[src/rtl/fetch_pkg.sv]
// Shared definitions for the instruction fetch front end.
// Holds the default address/instruction widths, the reset PC and the prefetch
// queue entry layout used by the fetch stage and its bench.
package fetch_pkg;

  localparam int unsigned FETCH_ADDR_W  = 8;
  localparam int unsigned FETCH_INSTR_W = 16;

  localparam logic [FETCH_ADDR_W-1:0] FETCH_RESET_PC = '0;

  // One prefetch queue entry: the instruction together with the PC it came from.
  typedef struct packed {
    logic [FETCH_ADDR_W-1:0]  pc;
    logic [FETCH_INSTR_W-1:0] instr;
  } fetch_entry_t;

endpackage : fetch_pkg

[src/rtl/sync_fifo.sv]
// Synchronous FIFO with registered storage and no read bypass.
// Ports:
//   clk_i, rst_ni : clock, async active-low reset (clears pointers and storage)
//   flush_i       : drop all entries at the next edge (wins over push/pop)
//   push_i/data_i : write side; a push while full is accepted only with a pop
//   pop_i/data_o  : read side; data_o is the head entry, pop ignored when empty
//   full_o, empty_o, count_o : occupancy
module sync_fifo #(
  parameter int unsigned WIDTH = 8,
  parameter int unsigned DEPTH = 4
) (
  input  logic                       clk_i,
  input  logic                       rst_ni,
  input  logic                       flush_i,
  input  logic                       push_i,
  input  logic [WIDTH-1:0]           data_i,
  input  logic                       pop_i,
  output logic [WIDTH-1:0]           data_o,
  output logic                       full_o,
  output logic                       empty_o,
  output logic [$clog2(DEPTH):0]     count_o
);

  localparam int unsigned PtrW = $clog2(DEPTH);
  localparam int unsigned CntW = PtrW + 1;
  localparam logic [CntW-1:0] FullCnt = CntW'(DEPTH);

  logic [WIDTH-1:0] mem_q [DEPTH];
  logic [PtrW-1:0]  wr_ptr_q, wr_ptr_d, rd_ptr_q, rd_ptr_d;
  logic [CntW-1:0]  count_q, count_d;
  logic             do_push, do_pop;

  assign full_o  = (count_q == FullCnt);
  assign empty_o = (count_q == '0);
  assign count_o = count_q;
  assign data_o  = mem_q[rd_ptr_q];

  assign do_pop  = pop_i && !empty_o;
  // A full FIFO still takes a push when the head leaves in the same cycle.
  assign do_push = push_i && (!full_o || do_pop);

  always_comb begin
    wr_ptr_d = wr_ptr_q;
    rd_ptr_d = rd_ptr_q;
    count_d  = count_q;
    if (flush_i) begin
      wr_ptr_d = '0;
      rd_ptr_d = '0;
      count_d  = '0;
    end else begin
      if (do_push) wr_ptr_d = wr_ptr_q + 1'b1;
      if (do_pop)  rd_ptr_d = rd_ptr_q + 1'b1;
      count_d = count_q + CntW'(do_push) - CntW'(do_pop);
    end
  end

  always_ff @(posedge clk_i or negedge rst_ni) begin
    if (!rst_ni) begin
      wr_ptr_q <= '0;
      rd_ptr_q <= '0;
      count_q  <= '0;
      for (int unsigned i = 0; i < DEPTH; i++) mem_q[i] <= '0;
    end else begin
      wr_ptr_q <= wr_ptr_d;
      rd_ptr_q <= rd_ptr_d;
      count_q  <= count_d;
      if (do_push && !flush_i) mem_q[wr_ptr_q] <= data_i;
    end
  end

  always @(posedge clk_i) begin
    if (rst_ni && !flush_i) begin
      assert (!(push_i && full_o && !pop_i))
        else $error("sync_fifo: push into a full fifo");
    end
  end

endmodule : sync_fifo

[src/rtl/fetch_queue_unit.sv]
// Instruction fetch stage: issues sequential imem requests from fetch_pc,
// pairs in-order responses with their PCs and buffers them for decode.
// Ports:
//   clk_i, rst_ni          : clock, async active-low reset
//   imem_req_*             : request channel (valid/ready, addr = fetch PC)
//   imem_resp_*            : in-order responses, latency >= 1 cycle
//   redirect_valid_i/pc_i  : flush the queue and restart fetch at redirect_pc_i
//   out_valid_o/ready_i    : head handshake to decode; out_instr_o/out_pc_o = head
module fetch_queue_unit
  import fetch_pkg::*;
#(
  parameter int unsigned       ADDR_W   = FETCH_ADDR_W,
  parameter int unsigned       INSTR_W  = FETCH_INSTR_W,
  parameter int unsigned       DEPTH    = 4,
  parameter logic [ADDR_W-1:0] RESET_PC = ADDR_W'(FETCH_RESET_PC),
  parameter int unsigned       PC_STEP  = 1
) (
  input  logic               clk_i,
  input  logic               rst_ni,
  output logic               imem_req_valid_o,
  input  logic               imem_req_ready_i,
  output logic [ADDR_W-1:0]  imem_req_addr_o,
  input  logic               imem_resp_valid_i,
  input  logic [INSTR_W-1:0] imem_resp_data_i,
  input  logic               redirect_valid_i,
  input  logic [ADDR_W-1:0]  redirect_pc_i,
  output logic               out_valid_o,
  input  logic               out_ready_i,
  output logic [INSTR_W-1:0] out_instr_o,
  output logic [ADDR_W-1:0]  out_pc_o
);

  localparam int unsigned     CntW   = $clog2(DEPTH) + 1;
  localparam int unsigned     EntryW = ADDR_W + INSTR_W;
  localparam logic [CntW:0]   Credit = (CntW + 1)'(DEPTH);

  logic [ADDR_W-1:0]  fetch_pc_q, fetch_pc_d;
  logic [CntW-1:0]    inflight_q, inflight_d;
  logic [CntW-1:0]    drop_q, drop_d;

  logic               req_fire;
  logic [CntW:0]      credit_used;
  logic               q_push, q_pop, q_empty, q_full;
  logic [CntW-1:0]    q_count;
  logic [EntryW-1:0]  q_wdata, q_rdata;
  logic [ADDR_W-1:0]  rsp_pc;
  logic               pcf_full, pcf_empty;
  logic [CntW-1:0]    pcf_count;
  logic               unused_status;

  // Buffered plus in-flight entries may never exceed DEPTH, so the queue cannot overflow.
  assign credit_used = {1'b0, q_count} + {1'b0, inflight_q};

  // rst_ni gates the request so it drops the moment reset asserts, not at the next edge.
  assign imem_req_valid_o = rst_ni && !redirect_valid_i && (credit_used < Credit);
  assign imem_req_addr_o  = fetch_pc_q;
  assign req_fire         = imem_req_valid_o && imem_req_ready_i;

  // Responses owed to a pre-redirect PC stream are discarded while drop_q is non-zero.
  assign q_push  = imem_resp_valid_i && (drop_q == '0) && !redirect_valid_i;
  assign q_pop   = !q_empty && out_ready_i && !redirect_valid_i;
  assign q_wdata = {rsp_pc, imem_resp_data_i};

  assign out_valid_o             = !q_empty;
  assign {out_pc_o, out_instr_o} = q_rdata;

  assign unused_status = ^{q_full, pcf_full, pcf_empty, pcf_count};

  always_comb begin
    fetch_pc_d = fetch_pc_q;
    if (redirect_valid_i) begin
      fetch_pc_d = redirect_pc_i;
    end else if (req_fire) begin
      fetch_pc_d = fetch_pc_q + ADDR_W'(PC_STEP);
    end

    inflight_d = inflight_q + CntW'(req_fire) - CntW'(imem_resp_valid_i);

    drop_d = drop_q;
    if (redirect_valid_i) begin
      // Everything still unreturned after this cycle belongs to the old stream.
      drop_d = inflight_q - CntW'(imem_resp_valid_i);
    end else if (imem_resp_valid_i && (drop_q != '0)) begin
      drop_d = drop_q - 1'b1;
    end
  end

  always_ff @(posedge clk_i or negedge rst_ni) begin
    if (!rst_ni) begin
      fetch_pc_q <= RESET_PC;
      inflight_q <= '0;
      drop_q     <= '0;
    end else begin
      fetch_pc_q <= fetch_pc_d;
      inflight_q <= inflight_d;
      drop_q     <= drop_d;
    end
  end

  sync_fifo #(
    .WIDTH (EntryW),
    .DEPTH (DEPTH)
  ) u_instr_q (
    .clk_i   (clk_i),
    .rst_ni  (rst_ni),
    .flush_i (redirect_valid_i),
    .push_i  (q_push),
    .data_i  (q_wdata),
    .pop_i   (q_pop),
    .data_o  (q_rdata),
    .full_o  (q_full),
    .empty_o (q_empty),
    .count_o (q_count)
  );

  // Tracks the address of every issued request; never flushed, because the
  // dropped responses still have to consume their entries.
  sync_fifo #(
    .WIDTH (ADDR_W),
    .DEPTH (DEPTH)
  ) u_pc_fifo (
    .clk_i   (clk_i),
    .rst_ni  (rst_ni),
    .flush_i (1'b0),
    .push_i  (req_fire),
    .data_i  (fetch_pc_q),
    .pop_i   (imem_resp_valid_i),
    .data_o  (rsp_pc),
    .full_o  (pcf_full),
    .empty_o (pcf_empty),
    .count_o (pcf_count)
  );

endmodule : fetch_queue_unit

[config.mk]
export PLATFORM = sky130hd
export DESIGN_NAME = fetch_queue_unit
export DESIGN_NICKNAME = d
export VERILOG_FILES = /design/src/rtl/fetch_pkg.sv /design/src/rtl/sync_fifo.sv /design/src/rtl/fetch_queue_unit.sv
export SDC_FILE = /design/constraint.sdc
export NUM_CORES = 1
export LEC_CHECK = 0
export BUFFER_PORTS_ARGS = -buffer_cell sky130_fd_sc_hd__buf_4
export CORE_ASPECT_RATIO = 0.7
export CORE_MARGIN = 1.5
export CORE_UTILIZATION = 40
export CTS_CLUSTER_SIZE = 25
export DETAILED_ROUTE_END_ITERATION = 12
export GPL_TIMING_DRIVEN = 0
export PLACE_DENSITY_LB_ADDON = 0.25
export SLEW_MARGIN = 0
export SYNTH_ARGS = -nofsm -noshare
export SYNTH_HDL_FRONTEND = slang
export SYNTH_HIERARCHICAL = 1
export SYNTH_SLANG_ARGS = --single-unit
export TNS_END_PERCENT = 30
[constraint.sdc]
create_clock -name clk_i -period 2.58 [get_ports clk_i]
set_clock_uncertainty 0.05 [all_clocks]
set_input_delay 0.516 -clock clk_i [delete_from_list [all_inputs] [get_ports clk_i]]
set_output_delay 0.516 -clock clk_i [all_outputs]
set_load 0.005 [all_outputs]
# Word-level counts from Yosys, hierarchy flattened
# Index checks and enable logic that the tools add are counted.
# word_totals
register_bits	156
out_inout_bits	34
in_bits	30
wordCells	95
# op_classes
n_lt_le_gt_ge	7
eq_ne	2
addsub	14
n_mux	21
reduce_logical	30
bitwise	4
# ops
op	count
96-bit bitwise mux	1
24-bit two-way mux	3
24-bit binary-select mux with 2-bit select	1
24-bit demux with 2-bit select	1
8-bit two-way mux	5
32-bit bitwise mux	1
8-bit binary-select mux with 2-bit select	1
8-bit demux with 2-bit select	1
1-bit logical AND	15
3-bit >= comparator, second input constant	4
2-bit NOT with 3-bit output	4
3-bit by 1-bit subtractor with 3-bit output	4
3-bit by 1-bit adder with 3-bit output	3
3-bit zero test	3
3-bit two-way mux	3
2-bit by 1-bit adder with 2-bit output, second input constant	4
8-bit by 1-bit adder with 8-bit output, second input constant	1
2-bit two-way mux	4
2-bit nonzero test	4
3-bit == test, second input constant	2
3-bit by 1-bit < comparator with 1-bit output, second input constant	2
1-bit zero test	5
3-bit by 3-bit adder with 4-bit output	1
4-bit by 3-bit < comparator with 1-bit output, second input constant	1
other kinds (3)	4

# Logic depth before layout (Yosys ltp)
# logic_depth
word_depth	10
depth_mapped	13

# Cells and area by module
# Netlist, hierarchy kept.
# modules_own_cells
module	area_per_inst_um2	instances	seq_area_each_um2	cells_per_inst
sync_fifo (u_instr_q)	5027.3	1	2577.5	282
sync_fifo (u_pc_fifo)	1859.3	1	975.9	125
fetch_queue_unit	960.9	1	350.3	94

# Least setup slack after synthesis
# No wires, ideal clock.
# synth_timing
path_type	reg-to-reg
from	register inflight_q[2]
to	register u_pc_fifo.count_q[2], in the netlist u_pc_fifo/count_o[2]
t_arrival_ps	2707
slack_ps	-263
setup_ps	86
stages_incl_launch_ff	14
path_cell_list	dfrtp_1 -> ha_1 -> nor4b_4 -> nand4b_4 -> clkinv_1 -> nand2b_1 -> ha_1 -> inv_1 -> ha_1 -> inv_1 -> fa_1 -> xor2_1 -> and2_1 -> nor3_1
# synth_via
elab_chain_len	7
# synth_lines
item	line	text
start: declaration	fetch_queue_unit.sv:38	logic [CntW-1:0] inflight_q, inflight_d;
start signal: assignment	fetch_queue_unit.sv:95	inflight_q <= inflight_d;
3-bit by 3-bit adder with 4-bit output	fetch_queue_unit.sv:52	assign credit_used = {1'b0, q_count} + {1'b0, inflight_q};
4-bit by 3-bit < comparator with 1-bit output	fetch_queue_unit.sv:55	assign imem_req_valid_o = rst_ni && !redirect_valid_i && (credit_used < Credit);
1-bit logical AND	fetch_queue_unit.sv:55	
1-bit logical AND	fetch_queue_unit.sv:57	assign req_fire = imem_req_valid_o && imem_req_ready_i;
via req_fire	fetch_queue_unit.sv:41	logic req_fire;
1-bit logical AND	sync_fifo.sv:40	assign do_push = push_i && (!full_o || do_pop);
3-bit by 1-bit adder with 3-bit output	sync_fifo.sv:53	count_d = count_q + CntW'(do_push) - CntW'(do_pop);
3-bit by 1-bit subtractor with 3-bit output	sync_fifo.sv:53	
via u_pc_fifo.count_d[2]	sync_fifo.sv:30	logic [CntW-1:0] count_q, count_d;
end signal: assignment	sync_fifo.sv:66	count_q <= count_d;
end: declaration	sync_fifo.sv:30	
# The timed path passes the listed nets, and every way through them passes these cells.
# A chain may end at the register's enable or synchronous reset.

# Final worst setup path
# layout_timing
from	register u_instr_q.count_q[2], in the netlist u_instr_q/count_o[2]
to	register u_pc_fifo.count_q[2], in the netlist u_pc_fifo/count_o[2]
# layout_via
elab_chain_len	7
# layout_lines
item	line
start: declaration	sync_fifo.sv:30
start signal: assignment	sync_fifo.sv:66
3-bit by 3-bit adder with 4-bit output	fetch_queue_unit.sv:52
4-bit by 3-bit < comparator with 1-bit output	fetch_queue_unit.sv:55
1-bit logical AND	fetch_queue_unit.sv:55
1-bit logical AND	fetch_queue_unit.sv:57
via req_fire	fetch_queue_unit.sv:41
1-bit logical AND	sync_fifo.sv:40
3-bit by 1-bit adder with 3-bit output	sync_fifo.sv:53
3-bit by 1-bit subtractor with 3-bit output	sync_fifo.sv:53
via u_pc_fifo.count_d[2]	sync_fifo.sv:30
# The timed path passes the listed nets, and every way through them passes these cells.

==> flow_metrics.env <==
export IMPL_ir_drop_mv=0.419
export IMPL_p_switching_w=0.00209
export IMPL_via_per_inst=5.11
export IMPL_num_rows=42
export IMPL_cp_end_kind="flip-flop"
export IMPL_combPwrFrac_pct=25.6
export IMPL_cp_required_ns=2.86
export IMPL_drtIter0Drc=215
export IMPL_ff_latch_area_sq_mm=0.00391
export IMPL_clk_pin_slew_ns=0.07
export IMPL_hold_viol=0
export IMPL_nets=665
export IMPL_clkPwrFrac_pct=32.8
export IMPL_avgSynthCellArea_sq_um=15.7
export IMPL_p_sw_share_pct=28.4
export IMPL_start_kind="flip-flop"
export IMPL_cts_tree="done"
export IMPL_ioPinCount=64
export IMPL_drive_gt1_share_pct=56.6
export IMPL_seq_power_share_pct=41.6
export IMPL_die_x_microns=170
export IMPL_syn_area_sq_mm=0.00783
export IMPL_grt_pass1_vias=4914
export IMPL_cp_arrival_ns=2.98
export IMPL_status="finished, violations left"
export IMPL_rr_worst_depth=14
export IMPL_syn_inst=499
export IMPL_ant_nets=0
export IMPL_holdWs_ns=0.0136
export IMPL_reg2reg_slack_ns=-0.12
export IMPL_ys_warn_count=6
export IMPL_drt_first_pass_iters=4
export IMPL_num_antenna_cells=0
export IMPL_fmax_mhz=371
export IMPL_h_tree_depth=4
export IMPL_slew_viol_final=0
export IMPL_fin_crit_sh_pct=104
export IMPL_final_min_clock_period_ns=2.70
export IMPL_multiInputGateArea_sq_mm=0.00383
export IMPL_grt_first_pass_wirelength_mm=27.7
export IMPL_area_delta_synth_final_pct=25.5
export IMPL_crit_path_start="u_instr_q/count_o[2]"
export IMPL_dieArea_sq_mm=0.0204
export IMPL_nFillCells=1587
export IMPL_clk_latency_ns=0.42
export IMPL_cts_path_max_buffers=2
export IMPL_port_buffers=63
export IMPL_die_h_microns=120
export IMPL_violations="negative setup slack"
export IMPL_hpwl_mm=10.7
export IMPL_p_int_w=0.00526
export IMPL_vias=4542
export IMPL_drt_wirelength_per_cell_microns=19.2
export IMPL_cts_sinks=156
export IMPL_power_w=0.00735
export IMPL_maxCapViolations=0
export IMPL_r2r_end="u_pc_fifo/count_o[2]"
export IMPL_routed_wirelength_mm=17.0
export IMPL_rsz0062_at_grt="yes"
export IMPL_worstPathMaxFanout=3
export IMPL_hp_class="input pin to asynchronous set/reset pin"
export IMPL_drcViolationCount=0
export IMPL_path_class="flip-flop to flip-flop"
export IMPL_cts_made_buffers=17
export IMPL_finalSetupTns_ns=-0.421
export IMPL_root_buffer="clkbuf_16"
export IMPL_routabilityCongestion=0.711
export IMPL_start_util_pct=41.2
export IMPL_grt_ovfl_total=0
export IMPL_leakagePower_nw=4.54
export IMPL_track_usage_pct=18.0
export IMPL_core_sq_mm=0.0190
export IMPL_setup_violations=15
export IMPL_r2r_start="u_instr_q/count_o[2]"
export IMPL_setup_ws_ns=-0.115
export IMPL_power_density_mw_per_mm2=748
export IMPL_grt_max_degree=55
export IMPL_maxSlewHeadroom_pct=58.4
export IMPL_grt_antenna_before_repair=0
export IMPL_worstMarginPinSlew_ns=0.624
## power by group through the flow
| stage | Clock [W] | Combinational [W] | Sequential (W) |
|---|---|---|---|
| after global placement | 0 | 0.00164 | 0.00306 |
| after detailed placement | 0 | 0.00171 | 0.00309 |
| after floorplan | 0 | 0.00114 | 0.00301 |
| final | 0.00241 | 0.00188 | 0.00306 |
| after CTS | 0.00248 | 0.00187 | 0.00305 |
| after global routing | 0.00258 | 0.00207 | 0.00310 |
## flip-flops by register name (all words and copies together) (netlist names)
name,flops
inflight_q,3
drop_q,3
u_instr_q/mem_q,96
u_instr_q/wr_ptr_q,2
u_pc_fifo/wr_ptr_q,2
imem_req_addr_o,8
u_pc_fifo/count_o,3
u_pc_fifo/mem_q,32
u_instr_q/rd_ptr_q,2
u_pc_fifo/rd_ptr_q,2
u_instr_q/count_o,3
## per-layer routing
layer	share of wire [%]	vias to the layer above	routed length (microns)	GRT usage [%]
li1	-	2040	-	-
met1	49	2425	8310	25.5
met2	47	70	8040	27.8
met3	3.2	7	550	4.22
met4	0.62	0	105	4.87
met5	0	-	0	0
## timing repair
item,in CTS,in global routing
resized for setup,42,28
hold endpoints to repair,54,0
pin swaps,14,9
gates cloned,2,0
buffers inserted,17,6
setup endpoints to repair,60,48
hold buffers,1,0
## cells in the final DEF (no fill, tap or decap), types with 3 or more instances in the layout
cell and n:
a21oi_1 4, clkinv_4 3, ha_1 13, nor2_1 10
fa_2 3, a32oi_1 5, dfrtp_1 151, inv_4 3
and3_1 4, or3_2 4, nand3b_1 5, nor2b_1 3
clkbuf_16 17, clkbuf_1 5, inv_1 13, clkinvlp_4 3
xnor2_1 3, or3_1 3, nand2_1 9, mux2_2 33
inv_6 5, mux2_4 96, mux4_2 32, inv_2 4
nand3_1 10, buf_4 85, buf_12 9, o31ai_1 3
ha_4 8, o21ai_0 4, dfrtp_2 5, xor2_1 6
buf_6 11, conb_1 4
## worst max-delay path: stages, from the launching register on
cell and delay [ns]:
dfrtp_2 0.45, ha_4 0.18, nor4b_4 0.25, buf_4 0.18
nand4b_4 0.15, clkinv_4 0.10, nand2b_4 0.07, ha_4 0.21
inv_2 0.06, ha_4 0.11, inv_2 0.03, fa_2 0.32
xor2_1 0.15, and2_1 0.17, nor3_2 0.10
## how the worst max path moves through the flow
stage                                 endpoint
after CTS                 u_instr_q/count_o[1]
after detailed placement  u_pc_fifo/count_o[2]
after floorplan           u_pc_fifo/count_o[2]
after global routing      u_pc_fifo/count_o[2]
final                     u_pc_fifo/count_o[2]
after global placement    u_pc_fifo/count_o[2]
## layout make-up
cell class | instances | share of cell area (%)
buffer | 28 | 3.25
multi-input combinational | 297 | 39.0
clock buffer | 18 | 4.37
timing repair buffer | 90 | 7.99
tap | 264 | 3.36
sequential | 156 | 39.8
inverter | 21 | 0.929
clock inverter | 14 | 1.37
## through the flow
step                util [%]  std cells  instance area (sq um)  setup WS [ns]
global route            51.7        888                   9830         -0.258
finish                  51.7        888                   9830         -0.115
floorplan                  -        502                   7890         -0.198
CTS                     50.8        882                   9670        -0.0985
global placement        45.7        829                   8690          -1.84
detailed placement      45.9        830                   8720          -1.30
(Power assumes the default switching activity.)
